--- src/rtl/bp_gateway_io_pkg.sv ---
// Shared constants and types for the host-side io responder.
package bp_gateway_io_pkg;

  localparam logic [63:0] putchar_addr_gp     = 64'h0000_0000_0010_1000;
  localparam logic [63:0] getchar_addr_gp     = 64'h0000_0000_0010_0000;
  localparam logic [63:0] finish_base_addr_gp = 64'h0000_0000_0010_2000;
  localparam logic [63:0] cycle_addr_gp       = 64'h0000_0000_0010_3000;

  typedef enum logic [0:0] {e_ready, e_resp} io_state_e;

  // Width-independent part of the response; addr and payload are held alongside it.
  typedef struct packed {
    logic        wr;
    logic [1:0]  size;
    logic [63:0] data;
  } io_resp_s;

  function automatic logic [63:0] size_mask(input logic [1:0] size);
    logic [63:0] mask;
    unique case (size)
      2'd0:    mask = 64'h0000_0000_0000_00FF;
      2'd1:    mask = 64'h0000_0000_0000_FFFF;
      2'd2:    mask = 64'h0000_0000_FFFF_FFFF;
      default: mask = 64'hFFFF_FFFF_FFFF_FFFF;
    endcase
    return mask;
  endfunction

endpackage

--- src/rtl/bsg_fifo_1r1w_small.sv ---
// Small register-file FIFO with valid/ready push and valid/yumi pop; els_p must be a power of 2.
module bsg_fifo_1r1w_small #(
  parameter int unsigned width_p = 8,
  parameter int unsigned els_p   = 4
) (
  input  logic               blackparrot_clk,
  input  logic               blackparrot_reset,
  input  logic               v_i,
  input  logic [width_p-1:0] data_i,
  output logic               ready_o,
  output logic               v_o,
  output logic [width_p-1:0] data_o,
  input  logic               yumi_i
);

  localparam int unsigned ptr_width_lp = $clog2(els_p);

  // Extra wrap bit separates full from empty when the indices match.
  logic [ptr_width_lp:0] rptr_q, wptr_q;
  logic [width_p-1:0]    mem_q [els_p];
  logic                  empty, full, push, pop;

  assign empty = (rptr_q == wptr_q);
  assign full  = (rptr_q[ptr_width_lp] != wptr_q[ptr_width_lp])
              && (rptr_q[ptr_width_lp-1:0] == wptr_q[ptr_width_lp-1:0]);

  assign ready_o = ~full;
  assign v_o     = ~empty;
  assign data_o  = mem_q[rptr_q[ptr_width_lp-1:0]];
  assign push    = v_i & ~full;
  assign pop     = yumi_i & ~empty;

  always_ff @(posedge blackparrot_clk or negedge blackparrot_reset) begin
    if (!blackparrot_reset) begin
      rptr_q <= '0;
      wptr_q <= '0;
    end else begin
      if (push) wptr_q <= wptr_q + 1'b1;
      if (pop)  rptr_q <= rptr_q + 1'b1;
    end
  end

  always_ff @(posedge blackparrot_clk) begin
    if (push) mem_q[wptr_q[ptr_width_lp-1:0]] <= data_i;
  end

endmodule

--- src/rtl/bp_gateway_io_responder.sv ---
// Host-side responder for chip io commands: putchar, getchar, per-core finish, optional cycle
// counter (built when BP_GATEWAY_IO_CYCLE_CTR_EN is defined). One command outstanding at a time.
module bp_gateway_io_responder
  import bp_gateway_io_pkg::*;
#(
  parameter int unsigned paddr_width_p   = 40,
  parameter int unsigned payload_width_p = 16,
  parameter int unsigned num_core_p      = 4,
  parameter int unsigned getchar_els_p   = 4
) (
  input  logic                       blackparrot_clk,
  input  logic                       blackparrot_reset,

  input  logic                       io_cmd_v_i,
  output logic                       io_cmd_ready_o,
  input  logic                       io_cmd_wr_i,
  input  logic [paddr_width_p-1:0]   io_cmd_addr_i,
  input  logic [1:0]                 io_cmd_size_i,
  input  logic [payload_width_p-1:0] io_cmd_payload_i,
  input  logic [63:0]                io_cmd_data_i,

  output logic                       io_resp_v_o,
  input  logic                       io_resp_yumi_i,
  output logic                       io_resp_wr_o,
  output logic [paddr_width_p-1:0]   io_resp_addr_o,
  output logic [1:0]                 io_resp_size_o,
  output logic [payload_width_p-1:0] io_resp_payload_o,
  output logic [63:0]                io_resp_data_o,

  input  logic                       getchar_v_i,
  input  logic [7:0]                 getchar_i,
  output logic                       getchar_ready_o,

  output logic                       putchar_v_o,
  output logic [7:0]                 putchar_o,
  output logic [num_core_p-1:0]      finish_o,
  output logic                       all_finish_o,
  output logic                       err_o
);

  io_state_e                  state_q;
  io_resp_s                   resp_q;
  logic [paddr_width_p-1:0]   addr_q;
  logic [payload_width_p-1:0] payload_q;
  logic                       putchar_v_q;
  logic [7:0]                 putchar_q;
  logic [num_core_p-1:0]      finish_q;
  logic                       err_q;

  logic                       accept;
  logic [63:0]                addr_ext;
  logic                       is_putchar, is_getchar, is_finish;
  logic [8:0]                 finish_idx;
  logic [num_core_p-1:0]      finish_hit;
  logic [num_core_p-1:0]      finish_set;
  logic [63:0]                rdata, rdata_masked;
  logic                       cmd_err;

  logic                       fifo_v, fifo_yumi;
  logic [7:0]                 fifo_data;
  logic                       unused_bits;

  assign accept = io_cmd_v_i & (state_q == e_ready);

  bsg_fifo_1r1w_small #(
    .width_p (8),
    .els_p   (getchar_els_p)
  ) getchar_fifo (
    .blackparrot_clk   (blackparrot_clk),
    .blackparrot_reset (blackparrot_reset),
    .v_i               (getchar_v_i),
    .data_i            (getchar_i),
    .ready_o           (getchar_ready_o),
    .v_o               (fifo_v),
    .data_o            (fifo_data),
    .yumi_i            (fifo_yumi)
  );

  // An empty FIFO is never popped; that read answers all-ones instead.
  assign fifo_yumi = accept & is_getchar & ~io_cmd_wr_i & fifo_v;

`ifdef BP_GATEWAY_IO_CYCLE_CTR_EN
  logic [63:0] cycle_q;
  logic        is_cycle;

  always_ff @(posedge blackparrot_clk or negedge blackparrot_reset) begin
    if (!blackparrot_reset) cycle_q <= '0;
    else                    cycle_q <= cycle_q + 64'd1;
  end

  assign is_cycle = (addr_ext[63:3] == cycle_addr_gp[63:3]);
`endif

  // Addresses compare on the full width with the byte offset within the doubleword ignored.
  assign addr_ext   = 64'(io_cmd_addr_i);
  assign is_putchar = (addr_ext[63:3] == putchar_addr_gp[63:3]);
  assign is_getchar = (addr_ext[63:3] == getchar_addr_gp[63:3]);
  assign is_finish  = (addr_ext[63:12] == finish_base_addr_gp[63:12]);
  assign finish_idx = addr_ext[11:3];

  always_comb begin
    finish_hit = '0;
    for (int unsigned i = 0; i < num_core_p; i++) begin
      if (finish_idx == 9'(i)) finish_hit[i] = 1'b1;
    end
  end

  always_comb begin
    rdata      = '0;
    cmd_err    = 1'b0;
    finish_set = '0;
    if (is_putchar) begin
      rdata = '0;
    end else if (is_getchar) begin
      if (io_cmd_wr_i) cmd_err = 1'b1;
      else             rdata   = fifo_v ? 64'(fifo_data) : 64'hFFFF_FFFF_FFFF_FFFF;
    end else if (is_finish) begin
      if (~|finish_hit)     cmd_err    = 1'b1;
      else if (io_cmd_wr_i) finish_set = finish_hit;
      else                  rdata      = 64'(|(finish_q & finish_hit));
    end
`ifdef BP_GATEWAY_IO_CYCLE_CTR_EN
    else if (is_cycle) begin
      if (io_cmd_wr_i) cmd_err = 1'b1;
      else             rdata   = cycle_q;
    end
`endif
    else begin
      cmd_err = 1'b1;
    end
    rdata_masked = io_cmd_wr_i ? 64'd0 : (rdata & size_mask(io_cmd_size_i));
  end

  always_ff @(posedge blackparrot_clk or negedge blackparrot_reset) begin
    if (!blackparrot_reset) begin
      state_q     <= e_ready;
      resp_q      <= '0;
      addr_q      <= '0;
      payload_q   <= '0;
      putchar_v_q <= 1'b0;
      putchar_q   <= '0;
      finish_q    <= '0;
      err_q       <= 1'b0;
    end else begin
      putchar_v_q <= 1'b0;
      case (state_q)
        e_ready: begin
          if (io_cmd_v_i) begin
            state_q     <= e_resp;
            resp_q.wr   <= io_cmd_wr_i;
            resp_q.size <= io_cmd_size_i;
            resp_q.data <= rdata_masked;
            addr_q      <= io_cmd_addr_i;
            payload_q   <= io_cmd_payload_i;
            finish_q    <= finish_q | finish_set;
            if (cmd_err) err_q <= 1'b1;
            if (is_putchar & io_cmd_wr_i) begin
              putchar_v_q <= 1'b1;
              putchar_q   <= io_cmd_data_i[7:0];
            end
          end
        end
        e_resp: begin
          if (io_resp_yumi_i) state_q <= e_ready;
        end
        default: state_q <= e_ready;
      endcase
    end
  end

  assign io_cmd_ready_o    = (state_q == e_ready);
  assign io_resp_v_o       = (state_q == e_resp);
  assign io_resp_wr_o      = resp_q.wr;
  assign io_resp_addr_o    = addr_q;
  assign io_resp_size_o    = resp_q.size;
  assign io_resp_payload_o = payload_q;
  assign io_resp_data_o    = resp_q.data;
  assign putchar_v_o       = putchar_v_q;
  assign putchar_o         = putchar_q;
  assign finish_o          = finish_q;
  assign all_finish_o      = &finish_q;
  assign err_o             = err_q;

  assign unused_bits = ^{io_cmd_data_i[63:8], addr_ext[2:0]};

`ifndef SYNTHESIS
  yumi_without_v: assert property (@(posedge blackparrot_clk) disable iff (!blackparrot_reset)
    io_resp_yumi_i |-> io_resp_v_o);
`endif

endmodule
--- config.mk ---
export PLATFORM = sky130hd
export DESIGN_NAME = bp_gateway_io_responder
export DESIGN_NICKNAME = d
export VERILOG_FILES = /design/src/rtl/bp_gateway_io_pkg.sv /design/src/rtl/bsg_fifo_1r1w_small.sv /design/src/rtl/bp_gateway_io_responder.sv
export SDC_FILE = /design/constraint.sdc
export NUM_CORES = 1
export LEC_CHECK = 0
export BUFFER_PORTS_ARGS = -buffer_cell sky130_fd_sc_hd__buf_2
export CAP_MARGIN = 10
export CORE_MARGIN = 2
export CORE_UTILIZATION = 40
export CTS_CLUSTER_SIZE = 14
export DETAILED_ROUTE_END_ITERATION = 12
export HOLD_SLACK_MARGIN = 0.08
export PLACE_DENSITY_LB_ADDON = 0.25
export SKIP_CTS_REPAIR_TIMING = 1
export SYNTH_ARGS = -nofsm -noshare
export SYNTH_HDL_FRONTEND = slang
export SYNTH_HIERARCHICAL = 1
export SYNTH_SLANG_ARGS = --single-unit
--- constraint.sdc ---
create_clock -name blackparrot_clk -period 5.4 [get_ports blackparrot_clk]
set_clock_uncertainty 0.05 [all_clocks]
set_input_delay 1.08 -clock blackparrot_clk [delete_from_list [all_inputs] [get_ports blackparrot_clk]]
set_output_delay 1.08 -clock blackparrot_clk [all_outputs]
set_load 0.01 [all_outputs]
== Yosys cells after proc, flatten, opt, wreduce, memory -nomap -nowiden ==
Memories as Yosys holds them, arrays and structs flattened.
Index checks and enable logic that the tools add are counted.
W data, S select, Z words.
Cells by class
  equality and inequality tests: 11
  add/subtract/negate cells: 2
  bitwise logic cells: 14
  reductions and logical operators: 9
  mux-type cells: 31
Operators by type and width (count)
  $mux W64: 5
  $pmux W64 S3: 1
  $eq A37 B18 Y1 const B: 2
  $and A64 B64 Y64: 1
  $eq A28 B9 Y1 const B: 1
  $mux W4: 5
  $mux W1: 19
  $eq A9 B2 Y1 const B: 2
  $eq A9 B1 Y1 const B: 1
  $logic_not A9 Y1: 1
  $reduce_or A4 Y1: 2
  $and A1 B1 Y1: 7
  $add A3 B1 Y3 const B: 2
  $reduce_and A3 Y1: 2
  $and A4 B4 Y4: 1
  $not A1 Y1: 4
  $or A4 B4 Y4: 1
  $reduce_and A4 Y1: 1
  $eq A3 B3 Y1: 1
  $eq A2 B1 Y1 const B: 1
  $eq A2 B2 Y1: 1
  $eq A2 B2 Y1 const B: 1
  $logic_not A2 Y1: 1
  $pmux W1 S2: 1
  other kinds (3): 3
Word-level totals
  flip-flop bits (word level): 144
  memories: 1
  word-level logic and storage cells: 80
  bits in writable memories: 32
Memory list
  getchar_fifo.mem_q: words 4, width 8, rd ports 1, clocked after Yosys merged registers in 0, write ports 1, line bsg_fifo_1r1w_small.sv:20  | logic [width_p-1:0] mem_q [els_p];

== Depth between registers and ports, before layout ==
  depth in word-level cells: 11
  gate-level depth with buffers: 8
  mapped depth without buffers: 7

== Cells and area by module ==
Netlist, hierarchy kept.
Modules (own cells, without submodules)
  bp_gateway_io_responder: area each 3872.5 µm², cells each 421, times used 1
  bsg_fifo_1r1w_small: area each 1604.0 µm², cells each 87, times used 1

== Worst setup path before layout ==
No wires, ideal clock.
  path kind: input -> register
  from: in io_cmd_addr_i[9]
  to: reg putchar_q[0], in the netlist putchar_o[0]
  required time: 5.225 ns
  stages on the path: 4
  arrival: 3.004 ns
  buffers on the path: 0
  setup slack: 2.222 ns
  path through: or4_2 -> or4b_4 -> nor4_4 -> mux2_2
Between the ends
  cells in the longest elaborated chain, start to end: 3
RTL lines
  start: declaration: line bp_gateway_io_responder.sv:17  | input logic [paddr_width_p-1:0] io_cmd_addr_i,
  $eq A37 B18 Y1: line bp_gateway_io_responder.sv:96  | assign is_putchar = (addr_ext[63:3] == putchar_addr_gp[63:3]);
  $and A1 B1 Y1: line bp_gateway_io_responder.sv:157  | if (is_putchar & io_cmd_wr_i) begin
  $reduce_and A3 Y1 (no line)
  end signal: assignment: line bp_gateway_io_responder.sv:159  | putchar_q <= io_cmd_data_i[7:0];
  end: declaration: line bp_gateway_io_responder.sv:46  | logic [7:0] putchar_q;
No other way between the ends.
A chain may end at the register's enable or synchronous reset.

== Final worst setup path ==
  from: reg getchar_fifo.rptr_q[0]
  to: out getchar_ready_o
Between the ends
  cells in the longest elaborated chain, start to end: 3
RTL lines
  start: declaration: line bsg_fifo_1r1w_small.sv:19  | logic [ptr_width_lp:0] rptr_q, wptr_q;
  start signal: assignment: line bsg_fifo_1r1w_small.sv:39  | if (pop) rptr_q <= rptr_q + 1'b1;
  $eq A2 B2 Y1: line bsg_fifo_1r1w_small.sv:25  | && (rptr_q[ptr_width_lp-1:0] == wptr_q[ptr_width_lp-1:0]);
  $logic_and A1 B1 Y1: line bsg_fifo_1r1w_small.sv:25
  $not A1 Y1: line bsg_fifo_1r1w_small.sv:27  | assign ready_o = ~full;
  end: declaration: line bp_gateway_io_responder.sv:32  | output logic getchar_ready_o,
No other way between the ends.

==> key figures <==
STA
  – Max frequency: between 300 and 400 MHz
  – Slew @ Worst Pin: about 0.76 ns
  – Tcrit/Tclk final: 0.608
  – Unrepaired setup endpoints after global routing: no
  – Max-slew violations: 0
  – Final setup fails: 0
  – Setup TNS: 0 ns
  – Period minus WS final: around 3.3 ns
  – Final Hold Viols: 0
  – Hold_ws: between 0.4 and 0.5 ns
  – Max_slew headroom: 0.492

Drt
  – Final ANT Viol Nets: 0
  – DR WL/cell: 15.2 um
  – Initial DRC count: about 320
  – Final WL: 13200 um
  – Via density: between 4 and 5
  – DRC: 0
  – Pre-Repair DR Iteration Count: 6
  – DR vias: about 4200

Die
  – Core Area: between 0.01 and 0.015 mm2
  – Ports: about 280
  – Die Span Y: 121 um
  – Die ar.: ~0.015 mm2
  – Width of the die: between 100 and 150 um
  – Num rows: 42
  – Initial core utilization: 0.412

Placement
  – Placed Instances: approximately 830
  – IO Port Bufs: 220
  – Gp weighted congestion: between 0.8 and 0.9
  – Hpwl dp: a little over 9000 um

Clock network
  – TritonCTS clock tree: built
  – Worst-Skew Late Latency: 0.42 ns
  – CTS clk-pin slew, worst paths: about 0.060 ns
  – CTS Buffer Depth: 2
  – TritonCTS Buffers: 17
  – Clock root buffer: clkbuf_16
  – H-tree level count: 4
  – Clock Sink Count: 123

Power and ir drop
  – Pleak: 3.63 nW
  – Sw power: ~0.00083 W
  – Clock Power Share: 0.400
  – Switching Share: 0.293
  – Pwr dens: roughly 410 mW/mm2
  – Power, Total: around 0.0028 W
  – Sequential Power Share: 0.419
  – Int Power: 0.00199 W
  – Gate power share: 0.181
  – Worst VDD drop: between 200 and 250 uV

Worst setup path
  – Worst Path Class, Setup: flip-flop to output port
  – Worst setup EP type: output port
  – CP arrival: 2.15 ns
  – Reg2Reg Setup Slack: 2.52 ns
  – CP Max Fanout: 12
  – FF-to-FF path depth: 6
  – Crit path from: getchar_fifo/rptr_q[0]
  – Crit Reg-Reg Startpoint: getchar_fifo/rptr_q[0]
  – Setup crit start kind: flip-flop
  – Worst Path Required: about 4.3 ns

Yosys
  – Netlist cell types: 44
  – Asr flop ratio synth: 0.740
  – Post-synth EDFFs: 32
  – Cells after Synth: around 510
  – Ys flop type: dfrtp_1
  – Yosys reg bits: 123
  – Synth warn: 6
  – Synthesized net count: approximately 650
  – Post-Syn Area: 0.00548 mm2
  – Avg Inst Size Synth: roughly 11 um2
  – Seq/Total Area, Yosys: 0.591

Cells and area
  – Fin nets: roughly 820
  – Synthesis-to-finish area growth: 26.8%
  – Finished Layout Cells: a little under 900
  – End-of-flow core utilization: 0.522
  – Share of cells above drive strength 1: 0.409

Global routing
  – Global route total overflow: 0
  – Largest net degree at the start of global routing: 57
  – Initial antenna violation count: 1
  – Total track usage: 0.181
  – Vias in the first global route: 3972
  – First-pass GRT wire length: approximately 20000 um

Worst hold path
  – Hold Path Origin: io_resp_addr_o[38]
  – Worst min path class: flip-flop to flip-flop
  – WHS Path Cells: 2

Run
  – Max-cap viol count: 0

Outcome
  – Status: completed
==> cell type report <==
cell class / count / area [um2]
Clock buffer: 17 / 425
Inverter: 11 / 41.3
Sequential cell: 123 / 3240
Fill cell: 1192 / 6350
Multi-Input combinational cell: 301 / 1720
Clock inverter: 15 / 165
Tap cell: 176 / 220
Timing Repair Buffer: 223 / 1130
Antenna cell: 1 / 2.50
==> routing by layer <==
metal / part of all wire / GRT usage / routed length (um)
met2: 0.50 / 0.297 / 6650
met1: 0.42 / 0.225 / 5580
met4: 0.013 / 0.0676 / 167
met3: 0.061 / 0.0540 / 800
met5: 0 / 0 / 0
==> logic make-up (layout without fill, tap and decap cells) <==
| kind of cell | after synthesis | in the layout | synth area share |
|---|---|---|---|
| compound gates | 39 | 39 | 0.0503 |
| other cells | 0 | 1 | 0 |
| mux | 17 | 17 | 0.0535 |
| buf+inv | 84 | 266 | 0.0944 |
| xor+xnor | 8 | 8 | 0.0142 |
| flops | 123 | 123 | 0.591 |
| simple gates | 232 | 232 | 0.185 |
| fa+ha+maj | 5 | 5 | 0.0114 |
==> flip-flops by register name (all words and copies together) (netlist names), 3 cells and up <==
signal               flops
io_resp_payload_o       16
getchar_fifo/mem_q      32
getchar_fifo/rptr_q      3
io_resp_addr_o          40
io_resp_data_o          11
putchar_o                8
finish_o                 4
getchar_fifo/wptr_q      3
==> synth_stat cells, types with 4 or more instances <==
| cell type | number | area share |
|---|---|---|
| mux2_2 | 8 | 0.016 |
| o21ai_0 | 8 | 0.0073 |
| xnor2_1 | 4 | 0.0064 |
| nand2_1 | 187 | 0.13 |
| a21oi_1 | 4 | 0.0037 |
| buf_4 | 53 | 0.073 |
| clkbuf_1 | 13 | 0.0089 |
| nand2b_1 | 4 | 0.0046 |
| nor2b_1 | 8 | 0.0091 |
| nor3_1 | 5 | 0.0046 |
| ha_1 | 5 | 0.011 |
| dfrtp_1 | 91 | 0.42 |
| nor4_1 | 4 | 0.0046 |
| o41ai_1 | 4 | 0.0064 |
| inv_1 | 11 | 0.0075 |
| buf_1 | 5 | 0.0034 |
| nor2_1 | 4 | 0.0027 |
| mux4_2 | 9 | 0.037 |
| edfxtp_1 | 32 | 0.18 |
| o31ai_1 | 13 | 0.018 |
==> path summary, 6_finish.rpt <==
kind / end
min in group asynchronous: io_resp_addr_o[38]
worst max register to register: getchar_fifo/rptr_q[2]
worst max-delay path: getchar_ready_o
worst min-delay path: io_resp_addr_o[38]
worst min register to register: io_resp_addr_o[38]
max in group asynchronous: io_resp_payload_o[2]
==> cell usage in the layout (no fill, tap or decap), drive strengths merged, types with 2 or more instances in the layout <==
cell,n
nor3,5
nor2,4
nor2b,8
or4,5
clkbuf,17
nand2b,4
clkinv,7
and3,3
o31ai,13
a211oi,2
dfrtp,91
buf,223
a21oi,4
nor4,5
nand2,187
bufinv,2
or4b,2
mux2,8
inv,16
nand3,3
nor4b,2
o41ai,4
a2111oi,2
edfxtp,32
o21ai,8
ha,5
or3,2
xor2,4
xnor2,4
mux4,9
==> power groups by stage <==
stage               sequential, W  clock (W)  combinational (W)
detailed placement        0.00120          0           0.000510
global placement          0.00119          0           0.000499
CTS                       0.00118    0.00115           0.000517
finish                    0.00118    0.00113           0.000510
floorplan                 0.00123          0           0.000245
global route              0.00120    0.00119           0.000568
==> per-stage QoR <==
step	worst slack [ns]	cell area, um2
after floorplan	2.22	5480
after global placement	1.81	6350
after detailed placement	1.78	6350
after CTS	2.05	6940
after global routing	1.94	6940
final	2.12	6940
==> worst max-delay path, cell delays in order (launching register included) <==
cell and delay [ns]:
dfrtp_1 0.83, xor2_2 0.30, or3_4 0.45, buf_2 0.15
No activity file was read; power rests on OpenSTA's default activity.
